`src/rtl/lighthouse_frame_assembler.sv`:
```
// Gathers per-sensor lighthouse sweep words into one 8-slot frame and pulses dataReady
// for the downstream SPI byte sequencer. Frames are sent on a full refresh or a timeout, with an inter-frame holdoff.
module lighthouse_frame_assembler #(
    parameter int NUM_SENSORS    = 8,
    parameter int TIMEOUT_CYCLES = 500000,
    parameter int MIN_GAP_CYCLES = 2048
) (
    input  logic                      clock,
    input  logic                      reset,
    input  logic                      enable,
    input  logic                      sensor_valid,
    input  logic [2:0]                sensor_id,
    input  logic [31:0]               sensor_word,
    output logic [32*NUM_SENSORS-1:0] data,
    output logic                      dataReady,
    output logic [15:0]               frame_count,
    output logic [15:0]               overrun_count,
    output logic                      fsm_state
);
    localparam int TW = (TIMEOUT_CYCLES > 1) ? $clog2(TIMEOUT_CYCLES) : 1;
    localparam int GW = (MIN_GAP_CYCLES > 1) ? $clog2(MIN_GAP_CYCLES) : 1;
    localparam logic [TW-1:0] TIMER_MAX = TW'(TIMEOUT_CYCLES - 1);
    localparam logic [GW-1:0] GAP_MAX   = GW'(MIN_GAP_CYCLES - 1);

    typedef enum logic {
        COLLECT = 1'b0,
        HOLDOFF = 1'b1
    } state_t;

    state_t                 state;
    state_t                 state_next;
    logic                   emit;
    logic [30:0]            shadow [NUM_SENSORS];
    logic [NUM_SENSORS-1:0] mask;
    logic [NUM_SENSORS-1:0] wr_hit;
    logic [TW-1:0]          timer;
    logic [GW-1:0]          gap;
    logic                   timer_expired;
    logic                   overrun;
    logic                   unused_word_msb;

    assign unused_word_msb = sensor_word[31];
    assign fsm_state       = state;

    // Ids beyond the slot count match no slot, so such writes are silently dropped.
    always_comb begin
        wr_hit = '0;
        for (int i = 0; i < NUM_SENSORS; i++) begin
            wr_hit[i] = sensor_valid && (32'(sensor_id) == i);
        end
    end

    assign timer_expired = (mask != '0) && (timer == TIMER_MAX);
    // A write on the emit cycle starts the next frame, so it is never an overrun.
    assign overrun       = (|(wr_hit & mask)) && !emit;

    always_comb begin
        state_next = state;
        emit       = 1'b0;
        case (state)
            COLLECT: begin
                if (enable && ((&mask) || timer_expired)) begin
                    emit       = 1'b1;
                    state_next = HOLDOFF;
                end
            end
            HOLDOFF: begin
                if (gap == '0) begin
                    state_next = COLLECT;
                end
            end
            default: state_next = COLLECT;
        endcase
    end

    always_ff @(posedge clock or posedge reset) begin
        if (reset) begin
            state <= COLLECT;
        end else begin
            state <= state_next;
        end
    end

    always_ff @(posedge clock or posedge reset) begin
        if (reset) begin
            for (int i = 0; i < NUM_SENSORS; i++) begin
                shadow[i] <= '0;
            end
            mask          <= '0;
            timer         <= '0;
            gap           <= '0;
            data          <= '0;
            dataReady     <= 1'b0;
            frame_count   <= '0;
            overrun_count <= '0;
        end else begin
            dataReady <= emit;
            if (emit) begin
                // Bit 31 of each slot flags whether it was refreshed in this frame.
                for (int i = 0; i < NUM_SENSORS; i++) begin
                    data[32*i +: 32] <= {mask[i], shadow[i]};
                end
                frame_count <= frame_count + 16'd1;
                mask        <= wr_hit;
                timer       <= '0;
                gap         <= GAP_MAX;
            end else begin
                mask <= mask | wr_hit;
                if ((mask != '0) && (timer != TIMER_MAX)) begin
                    timer <= timer + 1'b1;
                end
                if ((state == HOLDOFF) && (gap != '0)) begin
                    gap <= gap - 1'b1;
                end
            end
            for (int i = 0; i < NUM_SENSORS; i++) begin
                if (wr_hit[i]) begin
                    shadow[i] <= sensor_word[30:0];
                end
            end
            if (overrun && (overrun_count != 16'hFFFF)) begin
                overrun_count <= overrun_count + 16'd1;
            end
        end
    end

endmodule

```
`config.mk`:
```
export PLATFORM = sky130hd
export DESIGN_NAME = lighthouse_frame_assembler
export DESIGN_NICKNAME = d
export VERILOG_FILES = /design/src/rtl/lighthouse_frame_assembler.sv
export SDC_FILE = /design/constraint.sdc
export NUM_CORES = 1
export LEC_CHECK = 0
export ABC_CLOCK_PERIOD_IN_PS = 25900
export CORE_MARGIN = 2
export CORE_UTILIZATION = 50
export CTS_CLUSTER_SIZE = 30
export DETAILED_ROUTE_END_ITERATION = 10
export DONT_BUFFER_PORTS = 1
export PLACE_DENSITY = 0.71
export RECOVER_POWER = 25
export SLEW_MARGIN = 20
export SYNTH_ARGS = -nofsm -noshare
export SYNTH_HDL_FRONTEND = slang
export SYNTH_SLANG_ARGS = --single-unit
```
`constraint.sdc`:
```
create_clock -name clock -period 25.9 [get_ports clock]
set_input_delay 2.59 -clock clock [delete_from_list [all_inputs] [get_ports clock]]
set_output_delay 2.59 -clock clock [all_outputs]
set_load 0.01 [all_outputs]
```
# Word level (Yosys, flattened, before mapping)
# Cells that the tools add are included.
# classes
n_addsub,4
mul,0
div,0
order_cmp,0
eq_ne,10
n_shift,0
n_mux,9
bitwise,3
reduce_logical,24
# op_table
op,n
two-way mux 19 bit,2
"adder 16 x 1 -> 16 bit, second input constant",2
two-way mux 11 bit,2
"adder 19 x 1 -> 19 bit, second input constant",1
"== test 19 bit, second input constant",1
"inequality test 19 bit, second input constant",1
"inequality test 16 bit, second input constant",1
logical AND 1 bit,14
"== test 3 bit, second input constant",4
zero test 11 bit,1
nonzero test 11 bit,1
"subtractor 11 x 1 -> 11 bit, second input constant",1
AND 8 bit,1
two-way mux 8 bit,1
OR 8 bit,1
AND reduction 8 bit,1
nonzero test 8 bit,1
OR reduction 8 bit,1
"== test 3 x 2 -> 1 bit, second input constant",2
nonzero test 2 bit,2
"== test 3 x 1 -> 1 bit, second input constant",1
zero test 3 bit,1
two-way mux 1 bit,3
case mux 1 bit (2 select lines),1
3 further kinds,3
# word_totals
reg_bits,576
latchBits,0
ramBits,0
mem_bits_ro,0
inputBits,39
out_inout_bits,290
word_cells,66
n_memories,0

# Depth between registers and ports, before layout
# depth
ltp_word,9
mapped_depth,9
mapped_depth_nobuf,8

# Least setup slack after synthesis
# No wires, ideal clock.
# synth_timing
path_type,input -> register
start,in sensor_id[1]
end,reg shadow[217] in the netlist's numbering
setup_time_ns,0.125
arrival_ns,3.964
required_ns,25.775
setup_slack_ns,21.811
cell_stages,5
path_buffers,2
path_cell_list,buf_2 nand2b_1 nor3_1 clkbuf_1 mux2_2
# synth_between
elab_chain_cells,2
# synth_lines
item,line_no,source
from (decl),12,"input logic [2:0] sensor_id,"
zero test 3 bit,49,wr_hit[i] = sensor_valid && (32'(sensor_id) == i);
logical AND 1 bit,49,
"to (signal, indexed assignment)",118,shadow[i] <= sensor_word[30:0];
to (decl),33,logic [30:0] shadow [NUM_SENSORS];
# No other way between the ends.
# A chain may end at the register's enable or synchronous reset.

==> flow_summary.yaml <==
cts:
  cts_buffers: 59
  clk_path_buf_depth: 3
  clk_pin_slew_worst_paths_ns: 0.06
  cts_tree: "built"
  cts_setup_buffers: 0
  clock_latency_ns: 0.61
  clock-sinks: 576
  cts_htree_levels: 2
  cts-hold-fix-buffers: 0
  ctsResizeCount: 0
  cts_root_buf: "clkbuf_16"
floorplan:
  die_y_um: 214
  core_um2: 43900
  die_w_um: 214
  dieArea_um2: 45900
  num_rows: 77
  start_util_pct: 50.4
  num_io_pins: 329
worst_setup_path:
  rr_endpoint: "data[139]"
  critPathMaxStageDelay_ns: 3.09
  r2r_setup_slack_ns: 19.42
  crit_end: "shadow[82]"
  cp_slowest_cell: "clkinvlp_2"
  cp_common_cell: "buf_4"
  cp_data_arrival_time_ns: 8.60
  crit_type: "in2async"
  cp_top_family: "buffers and inverters"
  setup.worst_path.end_class: "async pin"
  critical_path_buf_inv_count: 4
  r2r_start: "mask[4]"
  worst-path-stages: 4
  path_cells: "clkinvlp_2 > buf_4 > buf_4 > buf_4"
  critPathMaxFanout: 134
  crit_start: "reset"
  critPathRequiredTime_ns: 26.50
  reg2reg_depth: 7
  start_kind: "input pin"
sta:
  worst_slack_ns: 17.91
  worst_slew_pin_slew_ns: 5.68
  period_needed_ns: 7.99
  rsz0062_at_grt: "no"
  relSlewSlack_pct: -281
  fmax_mhz: 125
  tns_ns: 0
  finalClockSkew_ns: 0.0172
  period_share_pct: 30.9
  hold_viol: 0
  setup_viol: 0
  slew_violations: 451
run_status:
  status: "finished, violations left"
  violations: "capacitance limit, slew limit"
synth:
  synth_top_family_by_area: "simple AND/OR/NAND/NOR gates"
  synth_nets: 1980
  synthXorXnorAreaFrac_pct: 2.14
  yosys.area.top_type: "dfrtp_1"
  synth-simple-area-share_pct: 17.1
  muxShareOfSynthArea_pct: 12.9
  syn_area_um2: 22100
  ys_warn_count: 0
  synthCells: 1936
  synth_area_leaders: "dfrtp_1 65%, nand2_1 14%, mux2_2 13%"
  ys_types: 40
  yosysTopAreaCellShare_pct: 65.2
  synth-adder-area-share_pct: 0.283
  synth.avg_cell_area_um2: 11.4
  synth-seq-area-share_pct: 65.2
  synth-seq-cells: 576
  synth-compound-area-share_pct: 0.515
routing:
  drtIter0Drc: 1097
  drc_errors: 0
  drtPass1Iterations: 5
  vias: 13690
  drtAntennaViolNets: 0
  wl_per_cell_um: 19.7
  via_per_inst: 5.34
  totalWireLength_um: 50600
placed_design:
  place_ws_ns: 19.91
  portBuffers: 0
  place.gp.congestion: 0.808
  dp_hpwl_um: 31200
global_routing:
  grt_antenna_before_repair: 0
  grt_pass1_vias: 13927
  grt_overflow: 0
  gr-usage-all-layers_pct: 22.2
  grt_pass1_wl_um: 80600
  grt_max_degree: 206
final_layout:
  seqCellArea_um2: 14400
  multi_input_area_um2: 7300
  diodes: 0
  drive_above_1_share_pct: 18.4
  n_fill_cell: 3696
  finalNetCount: 1969
  areaGrowthSynthToFinish_pct: 11.1
power_and_ir_drop:
  ir_drop_mv: 0.0593
  power.leakage_nw: 12.2
  power_density_nw_per_um2: 84.0
run:
  cap_violations: 9
worst_hold_path:
  hold_depth: 2
  hold_path_class: "reg2reg"
-- through the flow --
stage	area (um^2)	hold WS (ns)	utilization, %	std cells	total power [mW]
3_5_place_dp	22700	0.456	51.6	2456	1.23
2_1_floorplan	22100	0.440	-	1936	1.19
3_3_place_gp	22700	0.449	51.6	2455	1.21
4_1_cts	24700	0.468	56.1	2565	2.08
6_report	24600	0.466	56.0	2565	2.06
5_1_grt	24600	0.471	56.0	2565	2.15
-- logic make-up (layout without fill, tap and decap cells) --
family	count (synthesis)	in the layout
and+or+nand+nor	935	935
DFF	576	576
muxes	253	253
buffers and inverters	96	133
xor gates and xnor gates	54	54
AOI/OAI and AO/OA	17	17
adders and majority gates	5	5
-- cells in the mapped netlist --
master      n
buf_1       4
a211oi_1    4
xor2_1     22
nand4b_1    3
clkbuf_1   46
or4b_4      1
a21oi_2     1
a21oi_1     2
and4_1      6
nand4_1    21
buf_2      40
mux2_2    251
o21ai_0     3
nor4_1      3
xnor2_1    32
inv_1       4
nor4b_1     5
nor2b_1     1
buf_4       1
nor4_4      1
inv_2       1
a21boi_0    1
and3_1     12
nand2b_1    2
dfrtp_1   576
or3_2       1
nand2_1   813
a21o_1      4
nor3b_1     3
or4_4       2
or3_1       1
nor2_1     27
mux4_2      1
and2_1      4
nand3_1    19
nor3_1     10
mux2i_1     1
o21ai_1     1
ha_1        5
o211ai_1    1
-- metal layers --
| metal | routed length (um) | track usage (%) |
|---|---|---|
| met1 | 21200 | 29.0 |
| met2 | 24200 | 35.6 |
| met3 | 3790 | 6.68 |
| met4 | 1390 | 7.62 |
| met5 | 0 | 0 |
-- area by class of cell --
type / instances / share of cell area, %
Clock inverter: 23 / 1.07
Clock buffer: 86 / 6.95
Sequential cell: 576 / 58.6
Multi-Input combinational cell: 1264 / 29.7
Inverter: 5 / 0.0865
Tap cell: 592 / 3.01
Timing Repair Buffer: 19 / 0.545
-- how the worst min path moves through the flow --
stage,from,end,slack (ns)
floorplan,shadow[128],data[100],0.44
global placement,shadow[53],data[214],0.45
detailed placement,shadow[2],data[226],0.46
CTS,shadow[137],data[109],0.47
global route,shadow[148],data[120],0.47
finish,shadow[137],data[109],0.47
-- power by group --
group / internal (mW) / switching (mW)
clock: 0.506 / 0.346
combinational: 0.0845 / 0.0596
sequential: 1.00 / 0.0655
total: 1.59 / 0.471
-- flip-flops by register name, summed over array words and instances, names as in the netlist --
signal,cells
frame_count,16
dataReady,1
shadow,248
fsm_state,1
timer,19
gap,11
data,256
mask,8
overrun_count,16
-- layout by cell type, fill, tap and decap left out, types with 19 or more instances in the layout --
cell type	count
nor2_1	27
mux2_2	250
clkbuf_16	60
xnor2_1	32
clkbuf_1	24
dfrtp_1	576
nand3_1	19
nand4_1	21
xor2_1	22
nand2_1	813
-- worst register-to-register path, delay by kind of cell (launching register included) --
kind | cells | cell delay, ns
flops | 1 | 0.42
buf+inv | 2 | 4.57
compound gates | 2 | 0.45
simple gates | 3 | 0.92
(Power assumes the default switching activity.)
